--- src/rtl/kanagawa_ram_arb_pkg.sv ---
// kanagawa_ram_arb_pkg: shared FSM state type and requester-id width helper for the RAM port arbiter
package kanagawa_ram_arb_pkg;
    typedef enum logic {
        ST_INIT,
        ST_RUN
    } arb_state_e;
    function automatic int id_width(input int n);
        return (n > 2) ? $clog2(n) : 1;
    endfunction
endpackage

--- src/rtl/kanagawa_rr_arbiter.sv ---
// kanagawa_rr_arbiter: round-robin grant among NUM_REQ requesters
// clk, rst  : clock, synchronous active-high reset (pointer returns to 0)
// en        : grants permitted this cycle
// valid     : per-requester request
// grant     : one-hot grant or zero, combinational in valid and pointer
// grant_id  : index of the granted requester (0 when none)
// grant_any : a grant is issued this cycle
module kanagawa_rr_arbiter
    import kanagawa_ram_arb_pkg::*;
#(
    parameter int NUM_REQ = 2,
    parameter int ID_W = id_width(NUM_REQ)
) (
    input  logic               clk,
    input  logic               rst,
    input  logic               en,
    input  logic [NUM_REQ-1:0] valid,
    output logic [NUM_REQ-1:0] grant,
    output logic [ID_W-1:0]    grant_id,
    output logic               grant_any
);
    logic [ID_W-1:0] ptr;
    function automatic logic [ID_W-1:0] wrap(input int s);
        return ID_W'((s >= NUM_REQ) ? s - NUM_REQ : s);
    endfunction
    always_comb begin
        grant_any = 1'b0;
        grant_id = '0;
        // descending scan: the candidate nearest the pointer is written last and wins
        for (int k = NUM_REQ - 1; k >= 0; k--) begin
            if (en && valid[wrap(int'(ptr) + k)]) begin
                grant_any = 1'b1;
                grant_id = wrap(int'(ptr) + k);
            end
        end
        grant = NUM_REQ'(grant_any) << grant_id;
    end
    always_ff @(posedge clk) begin
        if (rst)
            ptr <= '0;
        else if (grant_any)
            ptr <= wrap(int'(grant_id) + 1);
    end
endmodule

--- src/rtl/kanagawa_ram_port_arbiter.sv ---
// kanagawa_ram_port_arbiter: round-robin sharing of one simple dual-port RAM among NUM_REQ requesters
// clk, rst          : sole clock, synchronous active-high reset
// rd_req_*          : per-requester read valid/address in, one-hot read grant out
// wr_req_*          : per-requester write valid/address/data in, one-hot write grant out
// rd_rsp_*          : read response, READ_LATENCY cycles after the grant, no backpressure
// ram_*             : RAM read address, read data, write enable/address/data
// init_done         : high once the optional zero-fill has finished and requests are accepted
// Build option: define KANAGAWA_RAM_ARB_FORWARD_EN to return same-cycle write data to a
// colliding read instead of the old RAM contents.
module kanagawa_ram_port_arbiter
    import kanagawa_ram_arb_pkg::*;
#(
    parameter int NUM_REQ = 2,
    parameter int DATA_WIDTH = 32,
    parameter int ADDR_WIDTH = 9,
    parameter int READ_LATENCY = 2,
    parameter int CLEAR_ON_RESET = 1,
    localparam int ID_W = id_width(NUM_REQ)
) (
    input  logic                          clk,
    input  logic                          rst,
    input  logic [NUM_REQ-1:0]            rd_req_valid,
    input  logic [NUM_REQ*ADDR_WIDTH-1:0] rd_req_addr,
    output logic [NUM_REQ-1:0]            rd_req_ready,
    input  logic [NUM_REQ-1:0]            wr_req_valid,
    input  logic [NUM_REQ*ADDR_WIDTH-1:0] wr_req_addr,
    input  logic [NUM_REQ*DATA_WIDTH-1:0] wr_req_data,
    output logic [NUM_REQ-1:0]            wr_req_ready,
    output logic                          rd_rsp_valid,
    output logic [ID_W-1:0]               rd_rsp_id,
    output logic [DATA_WIDTH-1:0]         rd_rsp_data,
    output logic [ADDR_WIDTH-1:0]         ram_readaddr_out,
    input  logic [DATA_WIDTH-1:0]         ram_data_in,
    output logic                          ram_wren_out,
    output logic [ADDR_WIDTH-1:0]         ram_writeaddr_out,
    output logic [DATA_WIDTH-1:0]         ram_data_out,
    output logic                          init_done
);
    localparam arb_state_e RST_STATE = (CLEAR_ON_RESET != 0) ? ST_INIT : ST_RUN;
    arb_state_e state, state_nxt;
    logic [ADDR_WIDTH-1:0] init_addr;
    logic run;
    logic rd_any, wr_any;
    logic [ID_W-1:0] rd_id, wr_id;
    logic [ADDR_WIDTH-1:0] rd_addr, wr_addr;
    logic [DATA_WIDTH-1:0] wr_data, rsp_data;
    logic [READ_LATENCY-1:0] pipe_v;
    logic [ID_W-1:0] pipe_id [READ_LATENCY];
    // gating with rst keeps every grant (and hence every output) low during reset
    assign run = (state == ST_RUN) && !rst;
    assign init_done = run;
    kanagawa_rr_arbiter #(.NUM_REQ(NUM_REQ)) u_rd_arb (
        .clk(clk),
        .rst(rst),
        .en(run),
        .valid(rd_req_valid),
        .grant(rd_req_ready),
        .grant_id(rd_id),
        .grant_any(rd_any)
    );
    kanagawa_rr_arbiter #(.NUM_REQ(NUM_REQ)) u_wr_arb (
        .clk(clk),
        .rst(rst),
        .en(run),
        .valid(wr_req_valid),
        .grant(wr_req_ready),
        .grant_id(wr_id),
        .grant_any(wr_any)
    );
    always_comb begin
        rd_addr = '0;
        wr_addr = '0;
        wr_data = '0;
        for (int i = 0; i < NUM_REQ; i++) begin
            if (rd_req_ready[i])
                rd_addr = rd_req_addr[i*ADDR_WIDTH +: ADDR_WIDTH];
            if (wr_req_ready[i]) begin
                wr_addr = wr_req_addr[i*ADDR_WIDTH +: ADDR_WIDTH];
                wr_data = wr_req_data[i*DATA_WIDTH +: DATA_WIDTH];
            end
        end
    end
    assign ram_readaddr_out = rd_addr;
    always_ff @(posedge clk) begin
        if (rst)
            state <= RST_STATE;
        else
            state <= state_nxt;
    end
    always_comb begin
        state_nxt = state;
        ram_wren_out = 1'b0;
        ram_writeaddr_out = '0;
        ram_data_out = '0;
        if (!rst) begin
            if (state == ST_INIT) begin
                ram_wren_out = 1'b1;
                ram_writeaddr_out = init_addr;
                state_nxt = (init_addr == '1) ? ST_RUN : ST_INIT;
            end else if (wr_any) begin
                ram_wren_out = 1'b1;
                ram_writeaddr_out = wr_addr;
                ram_data_out = wr_data;
            end
        end
    end
    // wraps to 0 on the last address, leaving it cleared for the next INIT pass
    always_ff @(posedge clk) begin
        if (rst || state != ST_INIT)
            init_addr <= '0;
        else
            init_addr <= init_addr + 1'b1;
    end
    always_ff @(posedge clk) begin
        if (rst)
            pipe_v <= '0;
        else
            pipe_v <= READ_LATENCY'({pipe_v, rd_any});
    end
    always_ff @(posedge clk) begin
        pipe_id[0] <= rd_id;
        for (int i = 1; i < READ_LATENCY; i++)
            pipe_id[i] <= pipe_id[i-1];
    end
`ifdef KANAGAWA_RAM_ARB_FORWARD_EN
    logic [READ_LATENCY-1:0] pipe_f;
    logic [DATA_WIDTH-1:0] pipe_d [READ_LATENCY];
    // a colliding write's data rides alongside the read and replaces the stale RAM word
    always_ff @(posedge clk) begin
        pipe_f <= READ_LATENCY'({pipe_f, rd_any && wr_any && rd_addr == wr_addr});
        pipe_d[0] <= wr_data;
        for (int i = 1; i < READ_LATENCY; i++)
            pipe_d[i] <= pipe_d[i-1];
    end
    assign rsp_data = pipe_f[READ_LATENCY-1] ? pipe_d[READ_LATENCY-1] : ram_data_in;
`else
    assign rsp_data = ram_data_in;
`endif
    assign rd_rsp_valid = pipe_v[READ_LATENCY-1] && !rst;
    assign rd_rsp_id = rd_rsp_valid ? pipe_id[READ_LATENCY-1] : '0;
    assign rd_rsp_data = rd_rsp_valid ? rsp_data : '0;
endmodule

--- config.mk ---
export PLATFORM = sky130hd
export DESIGN_NAME = kanagawa_ram_port_arbiter
export DESIGN_NICKNAME = d
export VERILOG_FILES = /design/src/rtl/kanagawa_ram_arb_pkg.sv /design/src/rtl/kanagawa_rr_arbiter.sv /design/src/rtl/kanagawa_ram_port_arbiter.sv
export SDC_FILE = /design/constraint.sdc
export NUM_CORES = 1
export LEC_CHECK = 0
export ABC_AREA = 1
export CORE_AREA = 2 2 88 90
export CTS_CLUSTER_DIAMETER = 200
export DETAILED_ROUTE_END_ITERATION = 8
export DIE_AREA = 0 0 90 92
export DONT_BUFFER_PORTS = 1
export SLEW_MARGIN = 20
export SYNTH_ARGS = -nofsm -noshare
export SYNTH_HDL_FRONTEND = slang
export SYNTH_SLANG_ARGS = --single-unit
--- constraint.sdc ---
create_clock -name clk -period 1.62 [get_ports clk]
set_input_delay 0.324 -clock clk [delete_from_list [all_inputs] [get_ports clk]]
set_output_delay 0.324 -clock clk [all_outputs]
set_load 0.01 [all_outputs]
# --- Word level (Yosys, flattened, before mapping) ---
# Memories as Yosys holds them, arrays and structs flattened.
# Index checks and enable logic that the tools add are counted.
classes:
  div_mod_pow: 0
  n_lt_le_gt_ge: 10
  n_eq_ne: 1
  n_addsub: 11
  muxes: 41
  mul: 0
  shifts: 2
  reduce_logical: 8
  n_bitwise: 0
ops:
  columns: ["operator", "count"]
  rows:
  - ["two-way mux 32 bit", 6]
  - ["two-way mux 9 bit", 7]
  - ["two-way mux 1 bit", 28]
  - ["adder 9 x 1 -> 9 bit (second input constant)", 1]
  - ["equality test 9 bit (second input constant)", 1]
  - ["adder 1 x 1 -> 2 bit (second input constant)", 4]
  - ["greater-or-equal comparator 2 bit (second input constant)", 4]
  - ["< comparator 1 x 2 -> 1 bit (second input constant)", 4]
  - ["logical AND 1 bit", 6]
  - ["subtractor 1 bit (second input constant)", 6]
  - ["greater-or-equal comparator 1 x 2 -> 1 bit (second input constant)", 2]
  - ["<< shifter 1 x 1 -> 2 bit", 2]
  - ["zero test 1 bit", 1]
  - ["logical OR 1 bit", 1]
totals:
  latch_bits: 0
  reg_bits: 14
  mem_bits_ro: 0
  output_inout_bits: 90
  wordCells: 79
  mem_bits_rw: 2
  mem_count: 1
mem_list:
  columns: ["name", "depth", "word_bits", "read_ports", "rd_ports_with_merged_regs", "write_ports", "line", "source"]
  rows:
  - ["pipe_id", 2, 1, 2, 0, 2, "kanagawa_ram_port_arbiter.sv:48", "logic [ID_W-1:0] pipe_id [READ_LATENCY];"]

# --- Logic depth before layout (Yosys ltp) ---
logic_depth:
  depth_word: 14
  depth_mapped: 8
  mapped_depth_nobuf: 7

# --- Modules after synthesis ---
# Synthesis repeated with hierarchy kept, for this count alone.
hier_totals:
  hier_cells: 345
  area_unflattened_um2: 1845.5
by_module_without_submodules:
  columns: ["mod", "n_inst", "cells_each", "area_each_um2", "seq_area_each_um2"]
  rows:
  - ["kanagawa_ram_port_arbiter", 1, 313, 1670.4, 280.3]
  - ["kanagawa_rr_arbiter", 2, 16, 87.6, 20.0]

# --- Worst setup path before layout ---
# No wires, ideal clock.
synth_timing:
  kind: "register to output"
  startpoint: "reg u_wr_arb.ptr"
  endpoint: "out ram_data_out[24]"
  n_path_buf: 2
  path_stages_with_launch: 9
  required_time_ps: 1296
  t_arrival_ps: 1051
  slack_ps: 245
  path_cell_list: "dfxtp_1 inv_1 nand2_1 nand2_2 buf_6 nor2_8 buf_6 nand2_1 o21ai_1"
synth_lines:
  columns: ["item", "line", "source"]
  rows:
  - ["from (decl)", "kanagawa_rr_arbiter.sv:22", "logic [ID_W-1:0] ptr;"]
  - ["from (signal assigned)", "kanagawa_rr_arbiter.sv:42", "ptr <= wrap(int'(grant_id) + 1);"]
  - ["adder 1 x 1 -> 2 bit", "kanagawa_rr_arbiter.sv:31, kanagawa_rr_arbiter.sv:33", null]
  - ["greater-or-equal comparator 2 bit or subtractor 1 bit (tied branches)", "kanagawa_rr_arbiter.sv:24", "return ID_W'((s >= NUM_REQ) ? s - NUM_REQ : s);"]
  - ["two-way mux 1 bit", "kanagawa_rr_arbiter.sv:24", null]
  - ["two-way mux 1 bit (implied by the code) (2 in series)", "kanagawa_rr_arbiter.sv:31", "if (en && valid[wrap(int'(ptr) + k)]) begin"]
  - ["logical AND 1 bit", "kanagawa_rr_arbiter.sv:31", null]
  - ["two-way mux 1 bit (2 in series)", "kanagawa_rr_arbiter.sv:31", null]
  - ["<< shifter 1 x 1 -> 2 bit *", "kanagawa_rr_arbiter.sv:36", "grant = NUM_REQ'(grant_any) << grant_id;"]
  - ["via wr_req_ready[1]", "kanagawa_ram_port_arbiter.sv:28", "output logic [NUM_REQ-1:0] wr_req_ready,"]
  - ["two-way mux 32 bit *", "kanagawa_ram_port_arbiter.sv:77", "if (wr_req_ready[i]) begin"]
  - ["two-way mux 32 bit *", "kanagawa_ram_port_arbiter.sv:100", "end else if (wr_any) begin"]
  - ["two-way mux 32 bit *", "kanagawa_ram_port_arbiter.sv:96", "if (state == ST_INIT) begin"]
  - ["two-way mux 32 bit *", "kanagawa_ram_port_arbiter.sv:95", "if (!rst) begin"]
  - ["to (decl)", "kanagawa_ram_port_arbiter.sv:36", "output logic [DATA_WIDTH-1:0] ram_data_out,"]
# The timed path passes the listed nets; every way through them passes the cells marked *. The select of a mux whose other input is x is not followed.

# --- Final worst setup path ---
layout_timing:
  startpoint: "reg state"
  endpoint: "out ram_data_out[19]"
layout_via:
  elab_chain_cells: 10
layout_lines:
  columns: ["item", "line", "source"]
  rows:
  - ["from (decl)", "kanagawa_ram_port_arbiter.sv:40", "arb_state_e state, state_nxt;"]
  - ["from (signal assigned)", "kanagawa_ram_port_arbiter.sv:88", "state <= state_nxt;"]
  - ["logical AND 1 bit", "kanagawa_ram_port_arbiter.sv:50", "assign run = (state == ST_RUN) && !rst;"]
  - ["logical AND 1 bit", "kanagawa_rr_arbiter.sv:31", null]
  - ["two-way mux 1 bit (2 in series)", "kanagawa_rr_arbiter.sv:31", null]
  - ["<< shifter 1 x 1 -> 2 bit", "kanagawa_rr_arbiter.sv:36", null]
  - ["two-way mux 32 bit (2 in series)", "kanagawa_ram_port_arbiter.sv:77", null]
  - ["two-way mux 32 bit", "kanagawa_ram_port_arbiter.sv:100", null]
  - ["two-way mux 32 bit *", "kanagawa_ram_port_arbiter.sv:96", null]
  - ["two-way mux 32 bit *", "kanagawa_ram_port_arbiter.sv:95", null]
# Mark *: on every way between the ends. The rest lies on a longest branch, timed or not.

==> metrics.yaml <==
sta:
  fin_crit_sh_pct: 108
  max_freq_ghz: 0.572
  fin_ws_ns: -0.128
  finalMaxSlewViolations: 0
  fin_crit_ns: 1.75
  worst_hold_slack_ns: 0.134
  worst_pin_slew_ns: 0.289
  rsz0062_at_grt: "yes"
  fin_worst_skew_ns: 0.00479
  setup_viol_count_final: 36
  slew_headroom_pct: 80.7
  hold_viol: 0
layout:
  fin_area_mm2: 0.00252
  drive_gt1_share_pct: 22.8
  antenna_cells: 0
  areaGrowthSynthToFinish_pct: 35.6
  fillers: 787
  fin_nets: 497
  multi_input_area_mm2: 0.00134
  regArea_um2: 325
place:
  dp_hpwl_mm: 4.77
  placed_area_mm2: 0.00202
  gp_congestion: 0.797
  io_buffer_count: 0
yosys:
  synthArstFlopShare_pct: 0
  synthSimpleGateAreaFrac_pct: 42.4
  ys_seq_area_share_pct: 17.2
  synth_commonest_cells: "nand2_1 (88), inv_1 (81), nor2_1 (49), nand3_1 (23), o21ai_2 (22)"
  synth_area_mm2: 0.00186
  ys_warn_count: 0
  synth_edf_count: 0
  post-synth-top-count-cell: "nand2_1"
  synth_top_area_cell: "nand2_1"
  synth-seq-cells: 16
  yosysTopAreaCellShare_pct: 17.8
  syn_inst: 337
  synth_xor_area_share_pct: 0.471
  netlist_top_cells_area: "nand2_1 (18%), dfxtp_1 (17%), inv_1 (16%)"
  syn_avg_cell_area_um2: 5.51
  syn_nets: 477
  synth_cell_types: 21
  synth_compound_area_share_pct: 15.8
  synthAdderAreaFrac_pct: 1.35
  yosys_most_used_dff: "dfxtp_1"
  muxShareOfSynthArea_pct: 0
  synth_top_family_by_area: "simple AND/OR/NAND/NOR gates"
critical_path:
  reg2regPathDepth: 7
  worstPathRequired_ns: 1.30
  arrival_ns: 1.42
  crit_path_max_fanout: 8
  start_kind: "flip-flop"
  critPathCaptureType: "primary output"
  crit_type: "reg -> out"
flow_run:
  drv_cap: 0
routing:
  drcViolationCount: 0
  drt_iter0_drc: 40
  via_per_inst: 4.67
  num_vias: 2136
  wl_mm: 6.61
  wl_per_cell_um: 14.5
  drtPass1Iterations: 4
  ant_nets: 0
clocking:
  ctsHoldBuffers: 0
  cts_buffers: 3
  clock_latency_ns: 0.25
  cts.sinks: 16
  cts.root.buffer_cell: "clkbuf_8"
  path_clk_slew_ns: 0.06
  cts_tree: "yes"
  h-tree-depth: 1
  clk_path_buf_depth: 2
floorplan:
  core_mm2: 0.00745
  start_util_pct: 24.9
  die_x_um: 90
  num_rows: 32
  die_area_mm2: 0.00828
  chipHeight_um: 92
  pin_count: 228
global_route:
  antenna_found_initial: 0
  first_global_vias: 1841
  grt_overflow: 0
  grt_use_total_pct: 14.0
  grt_max_degree: 30
  grt_pass1_wl_mm: 9.26
min_path:
  holdCritPathClass: "in -> reg"
  hold_depth: 1
power_and_ir_drop:
  p_per_area_mw_per_mm2: 330
  cellLeakagePower_uw: 0.00127
  irDropWorstVdd_uv: 429
status:
  run_status: "complete, but fails checks"
  violations: "negative setup slack"
==> area by class of cell <==
cell class | instances | area share (%)
flip-flops and latches | 16 | 12.9
well taps | 102 | 5.07
multi-input cells | 225 | 53.2
repair buffers | 27 | 14.1
inverters | 84 | 13.1
clock buffers | 3 | 1.64
==> final timing paths <==
| check | from | end | slack [ns] |
|---|---|---|---|
| max | state | ram_data_out[19] | -0.13 |
| max reg2reg | state | u_wr_arb.ptr | 0.28 |
| min | rst | u_wr_arb.ptr | 0.13 |
| min reg2reg | pipe_id[0][0] | pipe_id[0][1] | 0.33 |
==> logic make-up (layout without fill, tap and decap cells) <==
| group | after synthesis | count (layout) |
|---|---|---|
| flops | 16 | 16 |
| xor+xnor | 1 | 1 |
| fa+ha+maj | 2 | 2 |
| compound gates | 42 | 42 |
| simple gates | 178 | 180 |
| buf+inv | 98 | 114 |
==> critical path, cell delays in order, from the launching register on <==
cell	delay [ns]
dfxtp_4	0.36
inv_2	0.04
nor2_4	0.11
nand3_4	0.14
buf_12	0.18
clkbuf_16	0.18
o21ai_4	0.16
==> state kept, by name, summed over array words and instances (netlist names) <==
signal and cells:
u_rd_arb.ptr 1, pipe_v 2, init_addr 9, state 1
pipe_id 2, u_wr_arb.ptr 1
==> per-layer routing <==
metal / vias up / track usage, % / routed length [µm]
met1: 937 / 16.2 / 2650
met5: - / 0 / 0
met4: 0 / 6.54 / 208
li1: 1047 / - / -
met2: 134 / 25.3 / 3290
met3: 18 / 2.30 / 462
==> stage by stage <==
step	total power (µW)	worst slack (ns)	cells	setup TNS (ns)	utilization, %
after floorplan	503	0.245	337	0	-
after global placement	524	0.119	442	0	27.1
after detailed placement	528	0.0922	442	0	27.1
after CTS	845	-0.143	455	-3.52	32.6
after global routing	889	-0.196	457	-6.20	33.8
final	831	-0.128	457	-2.81	33.8
==> power breakdown <==
part           leakage (µW)  internal, µW  total (µW)  switching [µW]
Sequential         0.000131           398         406            7.23
Combinational       0.00112          44.1         135            90.9
Clock             0.0000216           165         291             126
==> placed cells by master, fill, tap and decap left out, types with 5 or more instances in the layout <==
cell     netlist  layout
nand2_1       88      82
o21ai_4        0      22
buf_4          3      14
nand3_1       23      23
inv_1         81      79
dfxtp_1       16      14
nand4_1        9       9
o21ai_2       22       5
nor2_4         3       5
o21ai_1        7       5
a21oi_1        8       8
buf_6          5       5
nor2_1        49      49
nand2_2        3       8
==> repair_timing <==
item / 4_1_cts / 5_1_grt
buffers inserted: 5 / 0
endpoints found under the setup margin: 52 / 53
cloned: 5 / 2
pin swaps: 6 / 10
resized for setup: 41 / 13
No activity file was read; power rests on OpenSTA's default activity.
